### src/rtl/pipelined_cla_addsub.sv
// Pipelined WIDTH-bit carry-lookahead adder/subtractor: one CHUNK-wide CLA per stage,
// registered chunk carry between stages, skew/de-skew chains and a global valid/ready stall.
module pipelined_cla_addsub #(
  parameter int unsigned WIDTH  = 64,
  parameter int unsigned STAGES = 4
) (
  input  logic             i_clk,
  input  logic             i_rst_n,
  input  logic             i_valid,
  output logic             o_ready,
  input  logic [WIDTH-1:0] i_add1,
  input  logic [WIDTH-1:0] i_add2,
  input  logic             i_cin,
  input  logic             i_sub,
  output logic             o_valid,
  input  logic             i_ready,
  output logic [WIDTH-1:0] o_result,
  output logic             o_carry,
  output logic             o_overflow
);

  localparam int unsigned CW = WIDTH / STAGES;

  logic             en;
  logic [WIDTH-1:0] b_cond;
  logic             c0;

  // Whole pipe advances together; a held result freezes every stage.
  assign en      = ~o_valid | i_ready;
  assign o_ready = en;

  assign b_cond = i_sub ? ~i_add2 : i_add2;
  assign c0     = i_cin ^ i_sub;

  for (genvar k = 0; k < STAGES; k++) begin : g_stage
    localparam int unsigned LO  = k * CW;
    localparam int unsigned REM = WIDTH - LO;

    logic [REM-1:0]     a_in;
    logic [REM-1:0]     b_in;
    logic               c_in;
    logic               v_in;
    logic [CW:0]        cy;
    logic [CW-1:0]      s_c;
    logic [LO+CW-1:0]   s_nxt;
    logic [LO+CW-1:0]   s_q;
    logic               c_q;
    logic               v_q;

    if (k == 0) begin : g_first
      assign a_in  = i_add1;
      assign b_in  = b_cond;
      assign c_in  = c0;
      assign v_in  = i_valid;
      assign s_nxt = s_c;
    end else begin : g_next
      assign a_in  = g_stage[k-1].g_skew.a_q;
      assign b_in  = g_stage[k-1].g_skew.b_q;
      assign c_in  = g_stage[k-1].c_q;
      assign v_in  = g_stage[k-1].v_q;
      assign s_nxt = {s_c, g_stage[k-1].s_q};
    end

    // Chunk CLA on the lowest CW bits still in flight.
    always_comb begin
      logic [CW:0] c;
      c   = '0;
      s_c = '0;
      c[0] = c_in;
      for (int j = 0; j < int'(CW); j++) begin
        c[j+1] = (a_in[j] & b_in[j]) | ((a_in[j] | b_in[j]) & c[j]);
        s_c[j] = a_in[j] ^ b_in[j] ^ c[j];
      end
      cy = c;
    end

    always_ff @(posedge i_clk or negedge i_rst_n) begin
      if (!i_rst_n) begin
        s_q <= '0;
        c_q <= 1'b0;
        v_q <= 1'b0;
      end else if (en) begin
        s_q <= s_nxt;
        c_q <= cy[CW];
        v_q <= v_in;
      end
    end

    if (k < STAGES - 1) begin : g_skew
      logic [REM-CW-1:0] a_q;
      logic [REM-CW-1:0] b_q;

      always_ff @(posedge i_clk or negedge i_rst_n) begin
        if (!i_rst_n) begin
          a_q <= '0;
          b_q <= '0;
        end else if (en) begin
          a_q <= a_in[REM-1:CW];
          b_q <= b_in[REM-1:CW];
        end
      end
    end

    if (k == STAGES - 1) begin : g_last
      logic ovf_q;

      // Signed overflow: carry into the MSB differs from carry out of it.
      always_ff @(posedge i_clk or negedge i_rst_n) begin
        if (!i_rst_n) begin
          ovf_q <= 1'b0;
        end else if (en) begin
          ovf_q <= cy[CW-1] ^ cy[CW];
        end
      end
    end
  end

  assign o_result   = g_stage[STAGES-1].s_q;
  assign o_carry    = g_stage[STAGES-1].c_q;
  assign o_valid    = g_stage[STAGES-1].v_q;
  assign o_overflow = g_stage[STAGES-1].g_last.ovf_q;

endmodule

### config.mk
export PLATFORM = sky130hd
export DESIGN_NAME = pipelined_cla_addsub
export DESIGN_NICKNAME = d
export VERILOG_FILES = /design/src/rtl/pipelined_cla_addsub.sv
export SDC_FILE = /design/constraint.sdc
export NUM_CORES = 1
export LEC_CHECK = 0
export ABC_AREA = 1
export ABC_CLOCK_PERIOD_IN_PS = 17200
export BUFFER_PORTS_ARGS = -buffer_cell sky130_fd_sc_hd__buf_2
export CORE_ASPECT_RATIO = 0.6
export CORE_MARGIN = 5
export CORE_UTILIZATION = 35
export DETAILED_ROUTE_END_ITERATION = 7
export HOLD_SLACK_MARGIN = 0.03
export SLEW_MARGIN = 20
export SYNTH_ARGS = -nofsm -noshare
export SYNTH_HDL_FRONTEND = slang
export SYNTH_SLANG_ARGS = --single-unit
export TNS_END_PERCENT = 1
### constraint.sdc
create_clock -name i_clk -period 17.2 [get_ports i_clk]
set_input_delay 0.86 -clock i_clk [delete_from_list [all_inputs] [get_ports i_clk]]
set_output_delay 0.86 -clock i_clk [all_outputs]
set_load 0.005 [all_outputs]
==> impl_results.md <==
- Type of origin of the critical path: primary input
- Area of the multi-input gates: 0.00570 mm^2
- Clk_lat worst skew: 0.52 ns
- Min Clock Period, post-route: 7.50 ns
- Reg clk slew, reported paths: 0.06 ns
- RSZ-0062 raised after global routing: no
- Max FO, Critical Path: 38
- Yosys reg bits: roughly 360
- Worst relative slew slack: 26.8%
- Setup bufs post-CTS: 0
- DRC: 0
- Final setup viols: 0
- Core area: approximately 0.045 mm^2
- Vias in the first global route: 11600
- Post-route ant nets: 0
- Routed WL: 34300 um
- Post-synthesis sequential area ratio: 57.2%
- Actual slew at the worst max-slew pin: 1.10 ns
- Dominant cells by area after synthesis: dfrtp_1 (57%), nand2_1 (22%), fa_1 (8.1%)
- F_max: between 0.1 and 0.15 GHz
- Mapped Cells: 1732
- Top_reg_cell synth: dfrtp_1
- Gpl congestion: 0.785
- Mapped Avg Cell Area: 9.12 um^2
- Syn Std Cell Area: 0.0158 mm^2
- Die Wd: 284 um
- Outcome: finished, final reports clean
- Initial core utilization: 35.3%
- Clock buffer depth: 3
- First-pass GRT wire length: ~59000 um
- Critical path class: in -> reg
- Unique masters post-synth: 18
- Via/cell ratio: 4.46
- Largest net degree at the start of global routing: around 230
- Share of layout cells above drive strength 1: approximately 14%
- Endpoints failing hold: 0
- H-tree depth: 2
- Max-slew violations: 0
- Drt first pass iters: 5
- Final period util: between 40% and 50%
- Die height: 175 um
- Yosys Warn Count: 0
- # port buffers: 201
- WL per Instance: approximately 14 um
- Top cells by count, synth: nand2_1 (932), dfrtp_1 (361), inv_1 (116), o21ai_0 (94), fa_1 (64)
- Total track usage: around 14%
- Root Driver: clkbuf_16
- Worst hold path class: in -> async
- Async S/R FF share, synth: 100%
- Area grow syn2layout: 15.8%
- Vias: around 11000
- Sum Neg Setup Slack: 0 ns
- Count leader, synth: nand2_1
- Final Non-Filler Cells: roughly 2500
- Die area: between 0.04 and 0.05 mm^2
- Worst clock skew: between 0.009 and 0.01 ns
- IO Count: slightly above 200
- Data required time of the critical path: 17.56 ns
- Final HPWL from detailed placement: 21700 um
- Filler cells: about 4500
- Post-CTS Resized: 0
- Critical Path Sink Type: flop
- Critical path data arrival time: 7.87 ns
- Sequential cell area: 0.00903 mm^2
- Leak Pwr: between 9 and 10 nW
- Power, Total: 0.00326 W
- Worst vdd ir: 0.0761 mV
- Number of enable flip-flop cells after synthesis: 0
- Grt ovf: 0
- CTS buffer count: 38
- Synth top area share: 57.2%
- Power per cell area: 178 mW/mm^2
- Area leader, netlist: dfrtp_1
- CTS tree: built
- Inst Count DP: 2438
- Max Cap Viol: 0
- CTS Sinks: between 300 and 400
- Initial antenna violation count: 9
- Nets: 2087
- Hold-fix buffers, CTS: 0
- Rows: 60
- Initial DRC Count: 748
- Synth Net Count: 1930
[critical path, cell delays in order]
cell	delay [ns]
buf_4	0.44
xor2_1	0.25
fa_1	0.24
fa_1	0.21
fa_1	0.22
inv_1	0.09
fa_1	0.41
fa_1	0.43
fa_1	0.43
fa_1	0.44
fa_1	0.43
fa_1	0.43
fa_1	0.42
fa_1	0.42
fa_1	0.43
fa_1	0.43
fa_1	0.40
inv_1	0.09
fa_1	0.17
inv_1	0.05
fa_1	0.49
o21ai_0	0.08
[power breakdown]
| group | total [W] | internal [W] | switching [W] |
|---|---|---|---|
| combinational | 0.000971 | 0.000395 | 0.000576 |
| clock | 0.000838 | 0.000504 | 0.000335 |
| sequential | 0.00145 | 0.00123 | 0.000217 |
[per-stage QoR]
| step | util, % | cell area [um^2] | hold slack (ns) | setup WS [ns] |
|---|---|---|---|---|
| 2_1_floorplan | - | 15800 | 0.420 | 9.60 |
| 4_1_cts | 40.9 | 18300 | 0.448 | 9.60 |
| 5_1_grt | 40.9 | 18300 | 0.476 | 9.32 |
| 6_report | 40.9 | 18300 | 0.428 | 9.70 |
| 3_3_place_gp | 38.0 | 17000 | 0.443 | 9.15 |
| 3_5_place_dp | 38.0 | 17000 | 0.441 | 9.04 |
[final cells by class]
| class | count | area share [%] |
|---|---|---|
| Tap cell | 589 | 4.03 |
| Timing Repair Buffer | 208 | 5.99 |
| Sequential cell | 361 | 49.4 |
| Antenna cell | 3 | 0.0410 |
| Multi-Input combinational cell | 1163 | 31.2 |
| Clock buffer | 59 | 6.47 |
| Inverter | 117 | 2.40 |
| Clock inverter | 9 | 0.547 |
[sequential cells by signal, summed over array words and instances (netlist names)]
register	cells
o_valid	1
o_overflow	1
g_stage.s_q	96
o_result	64
g_stage.g_skew.a_q	96
g_stage.g_skew.b_q	96
g_stage.c_q	3
o_carry	1
g_stage.v_q	3
[path summary, 6_finish.rpt]
check / startpoint / end / slack (ns) / depth (start not counted)
min: i_rst_n / g_stage[0].g_skew.b_q[35] / 0.43 / 1
max: i_sub / g_stage[0].s_q[15] / 9.70 / 22
min in group i_clk: g_stage[2].v_q / o_valid / 0.45 / 2
max reg2reg: g_stage[1].c_q / g_stage[2].s_q[47] / 10.17 / 18
min reg2reg: g_stage[2].v_q / o_valid / 0.45 / 2
max in group asynchronous: i_rst_n / g_stage[0].g_skew.b_q[11] / 15.19 / 2
[cells in the final DEF, fill, tap and decap left out, drive strengths merged]
| cell | netlist | final |
|---|---|---|
| inv | 117 | 117 |
| clkbuf | 14 | 59 |
| buf | 77 | 208 |
| xor2 | 5 | 5 |
| clkinv | 0 | 5 |
| fa | 64 | 64 |
| nand3 | 49 | 49 |
| diode | 0 | 3 |
| nand2 | 933 | 933 |
| dfrtp | 361 | 361 |
| nor2 | 1 | 1 |
| o21ai | 99 | 99 |
| bufinv | 0 | 2 |
| xnor2 | 12 | 12 |
| clkinvlp | 0 | 2 |
[cell families after synthesis]
logic type,share of synthesized area (%)
AOI/OAI and AO/OA,3.14
buffers and inverters,6.88
DFF,57.2
and+or+nand+nor,23.8
adders and majority gates,8.11
xor gates and xnor gates,0.942
[routing by layer]
layer / GRT usage (%) / up-vias / share of wire [%]
met5: 0 / - / 0.099
met4: 4.20 / 6 / 2.5
met3: 3.13 / 64 / 4.6
met2: 22.1 / 199 / 45
met1: 19.5 / 5389 / 47
li1: - / 5525 / -
Power figures use the tool's default switching activity.
